<file path="config.mk">
export PLATFORM = sky130hd
export DESIGN_NAME = fir_coe_sender_flat
export DESIGN_NICKNAME = d
export VERILOG_FILES = /design/src/rtl/fir_coe_pkg.sv /design/src/rtl/fir_coe_sender_if.sv /design/src/rtl/fir_coe_bank.sv /design/src/rtl/fir_coe_sender.sv /design/src/flat_wrapper.sv
export SDC_FILE = /design/constraint.sdc
export NUM_CORES = 2
export LEC_CHECK = 0
export BUFFER_PORTS_ARGS = -buffer_cell sky130_fd_sc_hd__buf_4
export CORE_MARGIN = 4
export CORE_UTILIZATION = 45
export CTS_BUF_LIST = sky130_fd_sc_hd__clkbuf_16
export DETAILED_ROUTE_END_ITERATION = 16
export SYNTH_ARGS = -nofsm -noshare
export SYNTH_HDL_FRONTEND = slang
export SYNTH_HIERARCHICAL = 1
export SYNTH_SLANG_ARGS = --single-unit
</file>
<file path="constraint.sdc">
create_clock -name cfg_clk -period 10.15 [get_ports cfg_clk]
set_input_delay 0 -clock cfg_clk [delete_from_list [all_inputs] [get_ports cfg_clk]]
set_output_delay 0 -clock cfg_clk [all_outputs]
set_load 0.05 [all_outputs]
</file>
<file path="src/rtl/fir_coe_pkg.sv">
// Shared types and constants for the FIR coefficient reload sender.
package fir_coe_pkg;

  localparam int unsigned GAP_W = 4;

  typedef logic [1:0] coe_state_t;

  localparam coe_state_t ST_IDLE = 2'd0;
  localparam coe_state_t ST_SEND = 2'd1;
  localparam coe_state_t ST_GAP  = 2'd2;
  localparam coe_state_t ST_LOAD = 2'd3;

  // Address width for an n-entry bank; never narrower than one bit.
  function automatic int unsigned coe_aw(input int unsigned n);
    return (n <= 1) ? 1 : $clog2(n);
  endfunction

endpackage

</file>
<file path="src/rtl/fir_coe_sender_if.sv">
// Host write port plus coefficient reload stream of one fir_coe_sender.
interface fir_coe_sender_if #(
  parameter int unsigned COE_WDTH = 29,
  parameter int unsigned AW       = 5
);
  logic                wr_en;
  logic [AW-1:0]       wr_addr;
  logic [COE_WDTH-1:0] wr_data;
  logic                start;
  logic                busy;
  logic                done;
  logic                wr_drop;
  logic                coe_sop;
  logic                coe_vld;
  logic [COE_WDTH-1:0] coe_din;
  logic                coe_load;

  modport master (
    output wr_en, wr_addr, wr_data, start,
    input  busy, done, wr_drop, coe_sop, coe_vld, coe_din, coe_load
  );

  modport slave (
    input  wr_en, wr_addr, wr_data, start,
    output busy, done, wr_drop, coe_sop, coe_vld, coe_din, coe_load
  );
endinterface

</file>
<file path="src/rtl/fir_coe_bank.sv">
// Coefficient register file: one write port, one combinational read port.
module fir_coe_bank #(
  parameter int unsigned DEPTH = 26,
  parameter int unsigned WDTH  = 29,
  parameter int unsigned AW    = 5
) (
  input  logic            clk,
  input  logic            rst,
  input  logic            we,
  input  logic [AW-1:0]   waddr,
  input  logic [WDTH-1:0] wdata,
  input  logic [AW-1:0]   raddr,
  output logic [WDTH-1:0] rdata_c
);

  logic [WDTH-1:0] mem_q [DEPTH];
  logic [WDTH-1:0] mem_d [DEPTH];

  always_comb begin
    mem_d = mem_q;
    if (we && (32'(waddr) < DEPTH)) begin
      mem_d[waddr] = wdata;
    end
  end

  always_ff @(posedge clk) begin
    if (rst) begin
      for (int i = 0; i < int'(DEPTH); i++) begin
        mem_q[i] <= '0;
      end
    end else begin
      mem_q <= mem_d;
    end
  end

  // Out-of-range indices read as zero rather than aliasing.
  always_comb begin
    rdata_c = '0;
    if (32'(raddr) < DEPTH) begin
      rdata_c = mem_q[raddr];
    end
  end

endmodule

</file>
<file path="src/rtl/fir_coe_sender.sv">
// Stores a half-filter coefficient set and serialises it onto the reload stream.
module fir_coe_sender
  import fir_coe_pkg::*;
#(
  parameter int unsigned COE_NUM      = 51,
  parameter int unsigned COE_WDTH     = 29,
  parameter int unsigned COE_NUM_HALF = (COE_NUM + 1) / 2,
  parameter int unsigned GAP_CYC      = 0,
  parameter int unsigned AW           = coe_aw(COE_NUM_HALF)
) (
  input  logic              cfg_clk,
  input  logic              cfg_rst,
  fir_coe_sender_if.slave   bus
);

  localparam logic [AW-1:0]    IDX_LAST = AW'(COE_NUM_HALF - 1);
  localparam logic [GAP_W-1:0] GAP_LAST = GAP_W'((GAP_CYC == 0) ? 0 : GAP_CYC - 1);

  coe_state_t          state_q, state_d;
  logic [AW-1:0]       idx_q, idx_d;
  logic [GAP_W-1:0]    gap_q, gap_d;
  logic                busy_q, busy_d;
  logic                done_q, done_d;
  logic                wr_drop_q, wr_drop_d;
  logic                sop_q, sop_d;
  logic                vld_q, vld_d;
  logic                load_q, load_d;
  logic [COE_WDTH-1:0] din_q, din_d;

  logic                wr_ok_c;
  logic [COE_WDTH-1:0] rd_c;

  // Writes land only while idle and in range; everything else is dropped.
  always_comb begin
    wr_ok_c = bus.wr_en && (state_q == ST_IDLE) && (32'(bus.wr_addr) < COE_NUM_HALF);
  end

  fir_coe_bank #(
    .DEPTH (COE_NUM_HALF),
    .WDTH  (COE_WDTH),
    .AW    (AW)
  ) u_bank (
    .clk     (cfg_clk),
    .rst     (cfg_rst),
    .we      (wr_ok_c),
    .waddr   (bus.wr_addr),
    .wdata   (bus.wr_data),
    .raddr   (idx_d),
    .rdata_c (rd_c)
  );

  always_comb begin
    state_d   = state_q;
    idx_d     = idx_q;
    gap_d     = gap_q;
    din_d     = din_q;
    wr_drop_d = bus.wr_en && !wr_ok_c;

    case (state_q)
      ST_IDLE: begin
        if (bus.start) begin
          state_d = ST_SEND;
          idx_d   = '0;
        end
      end
      ST_SEND: begin
        if (idx_q == IDX_LAST) begin
          state_d = ST_LOAD;
        end else begin
          idx_d = idx_q + AW'(1);
          if (GAP_CYC != 0) begin
            state_d = ST_GAP;
            gap_d   = '0;
          end
        end
      end
      ST_GAP: begin
        if (gap_q == GAP_LAST) begin
          state_d = ST_SEND;
        end else begin
          gap_d = gap_q + GAP_W'(1);
        end
      end
      ST_LOAD: begin
        state_d = ST_IDLE;
      end
      default: begin
        state_d = ST_IDLE;
      end
    endcase

    // Outputs are registered, so they are decoded from the next state.
    vld_d  = (state_d == ST_SEND);
    sop_d  = vld_d && (state_q == ST_IDLE);
    load_d = (state_d == ST_LOAD);
    done_d = load_d;
    busy_d = (state_d != ST_IDLE);

    // A write accepted together with start must reach the very first word.
    if (vld_d) begin
      din_d = (wr_ok_c && (bus.wr_addr == idx_d)) ? bus.wr_data : rd_c;
    end
  end

  always_ff @(posedge cfg_clk) begin
    if (cfg_rst) begin
      state_q   <= ST_IDLE;
      idx_q     <= '0;
      gap_q     <= '0;
      busy_q    <= 1'b0;
      done_q    <= 1'b0;
      wr_drop_q <= 1'b0;
      sop_q     <= 1'b0;
      vld_q     <= 1'b0;
      load_q    <= 1'b0;
      din_q     <= '0;
    end else begin
      state_q   <= state_d;
      idx_q     <= idx_d;
      gap_q     <= gap_d;
      busy_q    <= busy_d;
      done_q    <= done_d;
      wr_drop_q <= wr_drop_d;
      sop_q     <= sop_d;
      vld_q     <= vld_d;
      load_q    <= load_d;
      din_q     <= din_d;
    end
  end

  assign bus.busy     = busy_q;
  assign bus.done     = done_q;
  assign bus.wr_drop  = wr_drop_q;
  assign bus.coe_sop  = sop_q;
  assign bus.coe_vld  = vld_q;
  assign bus.coe_din  = din_q;
  assign bus.coe_load = load_q;

endmodule

</file>
<file path="src/flat_wrapper.sv">
// flat-port wrapper written by rule: the top's interface ports become plain ports
module fir_coe_sender_flat import fir_coe_pkg::*;
#(
  parameter int unsigned COE_NUM      = 51,
  parameter int unsigned COE_WDTH     = 29,
  parameter int unsigned COE_NUM_HALF = (COE_NUM + 1) / 2,
  parameter int unsigned GAP_CYC      = 0,
  parameter int unsigned AW           = coe_aw(COE_NUM_HALF)
)
  (cfg_clk, cfg_rst, bus_wr_en, bus_wr_addr, bus_wr_data, bus_start, bus_busy, bus_done, bus_wr_drop, bus_coe_sop, bus_coe_vld, bus_coe_din, bus_coe_load);
  fir_coe_sender_if #(.COE_WDTH(COE_WDTH), .AW(AW)) bus_i ();
  input  logic cfg_clk;
  input  logic cfg_rst;
  input wire logic [$bits(bus_i.wr_en)-1:0] bus_wr_en;
  input wire logic [$bits(bus_i.wr_addr)-1:0] bus_wr_addr;
  input wire logic [$bits(bus_i.wr_data)-1:0] bus_wr_data;
  input wire logic [$bits(bus_i.start)-1:0] bus_start;
  output wire logic [$bits(bus_i.busy)-1:0] bus_busy;
  output wire logic [$bits(bus_i.done)-1:0] bus_done;
  output wire logic [$bits(bus_i.wr_drop)-1:0] bus_wr_drop;
  output wire logic [$bits(bus_i.coe_sop)-1:0] bus_coe_sop;
  output wire logic [$bits(bus_i.coe_vld)-1:0] bus_coe_vld;
  output wire logic [$bits(bus_i.coe_din)-1:0] bus_coe_din;
  output wire logic [$bits(bus_i.coe_load)-1:0] bus_coe_load;
  assign bus_i.wr_en = bus_wr_en;
  assign bus_i.wr_addr = bus_wr_addr;
  assign bus_i.wr_data = bus_wr_data;
  assign bus_i.start = bus_start;
  assign bus_busy = bus_i.busy;
  assign bus_done = bus_i.done;
  assign bus_wr_drop = bus_i.wr_drop;
  assign bus_coe_sop = bus_i.coe_sop;
  assign bus_coe_vld = bus_i.coe_vld;
  assign bus_coe_din = bus_i.coe_din;
  assign bus_coe_load = bus_i.coe_load;
  fir_coe_sender #(.COE_NUM(COE_NUM), .COE_WDTH(COE_WDTH), .COE_NUM_HALF(COE_NUM_HALF), .GAP_CYC(GAP_CYC), .AW(AW)) u_core (.cfg_clk(cfg_clk), .cfg_rst(cfg_rst), .bus(bus_i));
endmodule
</file>
After elaboration in Yosys (flattened, before gate mapping)
Cells that the tools add are included.
{ "totals": {"output_inout_bits": 35, "input_bits": 38, "ff_bits": 799, "wordCells": 79} }
{ "op_classes": {"n_eq_ne": 7, "order_cmp": 5, "n_mux": 15, "addsub": 2, "n_reduce_logical": 12, "bitwise_logic": 3} }
{ "ops": {"columns": ["cell", "n"], "rows": [
  ["$bwmux W754", 1],
  ["$bmux W29 S5", 1],
  ["$demux W29 S5", 1],
  ["$mux W29", 5],
  ["$ge A6 B6 Y1 const B", 2],
  ["$not A5 Y6", 2],
  ["$lt A5 B5 Y1 const B", 2],
  ["$mux W5", 2],
  ["$pmux W5 S2", 1],
  ["$pmux W2 S4", 1],
  ["$logic_and A1 B1 Y1", 7],
  ["$eq A2 B2 Y1 const B", 3],
  ["$lt A6 B1 Y1 const B", 1],
  ["$mux W2", 3],
  ["$add A5 B1 Y5 const B", 1],
  ["$eq A5 B5 Y1", 1],
  ["$eq A5 B5 Y1 const B", 1],
  ["$add A4 B1 Y4 const B", 1],
  ["$eq A2 B1 Y1 const B", 2],
  ["$logic_not A4 Y1", 1],
  ["$logic_not A2 Y1", 1],
  ["$reduce_and A2 Y1", 1],
  ["$reduce_bool A2 Y1", 1],
  ["$logic_not A1 Y1", 1],
  ["$not A1 Y1", 1]
]} }

Longest topological paths before layout
{ "depth": {"word_depth": 9, "depth_mapped": 16, "depth_no_buf": 12} }

By module
Netlist, hierarchy kept.
{ "by_module_without_submodules": {"columns": ["mod", "cells_each", "instances", "area_per_inst_um2", "seq_area_each_um2"], "rows": [
  ["fir_coe_bank", 3946, 1, 32497.4, 15094.5],
  ["fir_coe_sender", 290, 1, 2626.3, 900.9]
]} }

Worst setup path before layout
No wires, ideal clock.
{ "synth_timing": {"path_type": "reg-to-reg", "from": "register u_core.idx_q[0]", "to": "register u_core.din_q[10] (netlist: u_core/bus.coe_din[10])", "t_arrival_ps": 3061, "path_slack_ps": 6961, "path_stages_with_launch": 13, "setup_time_ps": 128, "cell_sequence": "dfxtp_1 > ha_1 > nand4b_1 > a221oi_1 > o21bai_1 > buf_2 > buf_1 > mux4_2 > mux2i_1 > o22ai_1 > or3_1 > a32oi_1 > o211ai_2"} }
{ "synth_between": {"elab_chain_len": 9, "word_cells_on_any_way": 17, "classes_between": "1 x add/sub; 1 x order compare; 3 x eq/ne; 10 x mux; 1 x bitwise; 1 x reduce/logical"} }
{ "synth_rtl": {"columns": ["element", "line_no", "rtl"], "rows": [
  ["from (decl)", "fir_coe_sender.sv:20", "logic [AW-1:0] idx_q, idx_d;"],
  ["from (signal assigned)", "fir_coe_sender.sv:119", "idx_q <= idx_d;"],
  ["$add A5 B1 Y5 or $eq A5 B5 Y1 (tied branches)", "fir_coe_sender.sv:70, fir_coe_sender.sv:67", null],
  ["$mux W5 (*)", "fir_coe_sender.sv:67", "if (idx_q == IDX_LAST) begin"],
  ["$pmux W5 S2 (*)", "fir_coe_sender.sv:59", "case (state_q)"],
  ["via u_core.idx_d[1]", "fir_coe_sender.sv:20", null],
  ["$not A5 Y6 (not written as such)", "fir_coe_bank.sv:40", "rdata_c = mem_q[raddr];"],
  ["$bmux W29 S5", "fir_coe_bank.sv:40", null],
  ["$mux W29 (not written as such) (2 in a row)", "fir_coe_bank.sv:40", null],
  ["$mux W29 (*)", "fir_coe_bank.sv:39", "if (32'(raddr) < DEPTH) begin"],
  ["via u_core.rd_c[10]", "fir_coe_sender.sv:31", "logic [COE_WDTH-1:0] rd_c;"],
  ["$mux W29 (*)", "fir_coe_sender.sv:101", "din_d = (wr_ok_c && (bus.wr_addr == idx_d)) ? bus.wr_data : rd_c;"],
  ["to (signal assigned)", "fir_coe_sender.sv:127", "din_q <= din_d;"],
  ["to (decl)", "fir_coe_sender.sv:28", "logic [COE_WDTH-1:0] din_q, din_d;"]
]} }
The timed path passes the listed nets; every way through them passes the cells marked *. The select of a mux whose other input is x is not followed.
A chain may end at the register's enable or synchronous reset.

Final worst setup path
{ "layout_timing": {"from": "register u_core.idx_q[0]", "to": "register u_core.din_q[12] (netlist: u_core/bus.coe_din[12])"} }
Same word-level chain as after synthesis.

==> flow_summary.json <==
{
  "status": "complete, no violations",
  "stdcell_area_mm2": 0.0386,
  "io_buffers": 72,
  "crit_chain": "ha_1 -> nand4b_1 -> a221oi_1 -> o21bai_4 -> buf_4 -> buf_12 -> nor2b_1 -> buf_4 -> a22oi_1 -> a31oi_1 -> o211ai_1 -> a32oi_1 -> o211ai_2",
  "placed_area_mm2": 0.0357,
  "fp.coreArea_mm2": 0.0775,
  "clock_latency_ns": 0.63,
  "critPathMostFrequentCell": "buf_4",
  "slew_headroom_pct": 12.7,
  "fillerInstances": 7248,
  "cap_violations": 0,
  "initial_utilization_pct": 45.3,
  "detail_route.wl_per_cell_um": 23.5,
  "setup-violations-final": 0,
  "avgSynthCellArea_um2": 8.29,
  "yosys.area_share.xor_xnor_pct": 0.0748,
  "cts_buffers": 83,
  "skew_ns": 0.0233,
  "arrival_ns": 5.42,
  "synth_cells": 4236,
  "critPathKind": "register to register",
  "synth_edf_count": 0,
  "die_area_mm2": 0.0826,
  "finalSetupTns_ns": 0,
  "hold_class": "input port to register",
  "finalWirelength_um": 122000,
  "antenna_left": 0,
  "seq_area_frac_synth_pct": 45.5,
  "cts_tree": "yes",
  "required_ns": 10.64,
  "clk_path_buf_depth": 3,
  "grt_pass1_wl_um": 182000,
  "timing.fmax_mhz": 203,
  "synth-compound-area-share_pct": 14.3,
  "grt_pass1_vias": 28200,
  "startpoint_type": "register",
  "power_density_mw_per_mm2": 169,
  "hold_violations": 0,
  "rsz0062_at_grt": "false",
  "worst-path-stages": 13,
  "ys_types": 71,
  "worst-slew-pin-transition_ns": 1.31,
  "synth-adder-area-share_pct": 0.142,
  "vdd_ir_drop_max_v": 0.000101,
  "nets": 4102,
  "cts_resized": 0,
  "yosys_warnings": 6,
  "htree_levels": 3,
  "critPathTopFamily": "compound AO/OA/AOI/OAI gates",
  "gp_congestion": 0.823,
  "path_buf_inv": 3,
  "die_h_um": 287,
  "syn-num-nets": 4278,
  "finalCritPeriodShare_pct": 48.6,
  "synth.area.mux_share_pct": 14.1,
  "dp_hpwl_um": 67100,
  "reg2reg_depth": 13,
  "critPathCaptureType": "register",
  "drc": 0,
  "holdWs_ns": 0.0826,
  "antenna_found_initial": 0,
  "synth_seq_cells": 799,
  "clk_pin_slew_ns": 0.06,
  "fin_cells": 5165,
  "area_growth_pct": 9.91,
  "die_width_um": 287,
  "fin_ws_ns": 5.22,
  "globalRouteOverflowTotal": 0,
  "track_usage_pct": 28.7,
  "grt_max_degree": 232,
  "syn_area_mm2": 0.0351,
  "dr.pass1.iters": 5,
  "post-cts-setup-buffer-count": 0,
  "maxSlewViolCount": 0,
  "root_buffer": "clkbuf_16",
  "vias_per_cell": 5.86,
  "clock-sinks": 799,
  "synthFlopType": "dfxtp_1",
  "power.leakage_nw": 12.5,
  "cpPeakStageDelay_ns": 0.72,
  "async_flop_share_pct": 0,
  "synth-simple-area-share_pct": 20.1,
  "place_ws_ns": 5.31,
  "crit_slowest_cell": "buf_4",
  "row_count": 102,
  "cp_max_fo": 109,
  "synth_top_family_by_area": "simple AND/OR/NAND/NOR gates",
  "routed-via-count": 30300,
  "min_path_cells": 5,
  "drt_iter0_drc": 3276,
  "place_inst": 4979,
  "layout-drive-gt1-share_pct": 11.7,
  "period_needed_ns": 4.93,
  "ioPinCount": 73
}
[logic make-up after synthesis]
kind of cell,count (synthesis)
and+or+nand+nor,1766
AOI/OAI and AO/OA,918
DFF,799
buffers and inverters,444
muxes,302
adders and majority gates,4
xor gates and xnor gates,3
[cell type report]
type / instances / area (µm²) / area share (%)
sequential: 799 / 16000 / 41.4
clock inverter: 65 / 458 / 1.19
timing repair buffer: 172 / 1450 / 3.76
tap: 1040 / 1300 / 3.37
inverter: 11 / 42.5 / 0.110
clock buffer: 84 / 2100 / 5.45
antenna: 1 / 2.50 / 0.00648
multi-input combinational: 2993 / 17300 / 44.7
[metal layers]
layer / routed length, µm / vias to the layer above / GRT usage (%)
li1: - / 13900 / -
met3: 11000 / 210 / 4.56
met5: 0 / - / 0
met1: 51800 / 14800 / 40.3
met4: 3270 / 0 / 8.31
met2: 55500 / 1363 / 45.8
[cell usage after synthesis (4+ instances only)]
cell      number  area, µm²
nand2b_1       8       50.1
buf_1         27        101
mux4_2       151       3400
nor2b_1       11       68.8
and2_1         4       25.0
nand4b_1       4       35.0
mux2i_1      136       1360
buf_4         17        128
ha_1           4       50.1
o211ai_1      25        188
a32oi_1       29        254
nand4_1       31        194
nor3_1        16       80.1
a21oi_1      771       3860
dfxtp_1      799      16000
clkbuf_1     256        961
o31a_1         4       35.0
or2_1         10       62.6
nor2_1        45        169
o22ai_1       30        188
a22oi_1       10       75.1
buf_2        115        576
nand3_1       12       60.1
o211ai_2      11        138
or3_1          9       56.3
a31oi_1       10       62.6
inv_1         10       37.5
nand2_1     1585       5950
buf_6         16        180
mux2_2        13        146
o21ai_0        8       40.0
[repair_timing]
item	4_1_cts	5_1_grt
hold endpoints to repair	789	0
setup endpoints to repair	0	0
hold buffers	36	0
[layout by cell type, fill, tap and decap left out, types with 9 or more instances in the layout]
master	count
mux2_2	13
nor2_2	17
nor2_1	28
dlygate4sd3_1	36
nand4_1	31
or3_1	9
nor3_1	9
inv_1	30
mux4_2	151
buf_4	130
a22oi_1	10
o211ai_1	25
a31oi_1	10
mux2i_1	135
clkbuf_16	84
clkinv_2	13
o211ai_2	10
o22ai_1	30
nand3_1	11
a21oi_1	771
clkinv_1	20
dfxtp_1	799
nand2_1	1581
nor2b_1	10
or2_1	10
a32oi_1	29
[worst register-to-register path: stages (launching register included)]
cell and delay (ns):
dfxtp_1 0.52, ha_1 0.23, nand4b_1 0.16, a221oi_1 0.40, o21bai_4 0.18, buf_4 0.72
buf_12 0.53, nor2b_1 0.64, buf_4 0.26, a22oi_1 0.11, a31oi_1 0.48, o211ai_1 0.21
a32oi_1 0.24, o211ai_2 0.11
[power breakdown]
group	switching [mW]	internal, mW
Clock	1.29	1.65
Combinational	0.296	0.122
Sequential	0.0128	3.15
[flip-flops by register name (all words and copies together), names as in the netlist]
register             flops
u_core/bus.coe_load      1
u_core/bus.coe_vld       1
u_core/bus.busy          1
u_core/idx_q             5
u_core/bus.coe_sop       1
u_core/bus.coe_din      29
u_core/state_q           2
u_core/u_bank/mem_q    754
u_core/bus.wr_drop       1
u_core/gap_q             4
[final timing paths]
kind,startpoint,end,slack [ns]
worst min register to register,u_core/u_bank/mem_q[446],u_core/u_bank/mem_q[446],0.45
worst max-delay path,u_core/idx_q[0],u_core/bus.coe_din[12],5.22
worst max register to register,u_core/idx_q[0],u_core/bus.coe_din[12],5.22
worst min-delay path,bus_wr_addr[4],u_core/u_bank/mem_q[114],0.08
[metrics by stage]
step                total power [mW]  util [%]
detailed placement              3.64      46.1
finish                          6.52      49.8
global route                    6.71      49.8
floorplan                       3.52         -
global placement                3.63      46.1
CTS                             6.55      49.8
(Power assumes the default switching activity.)
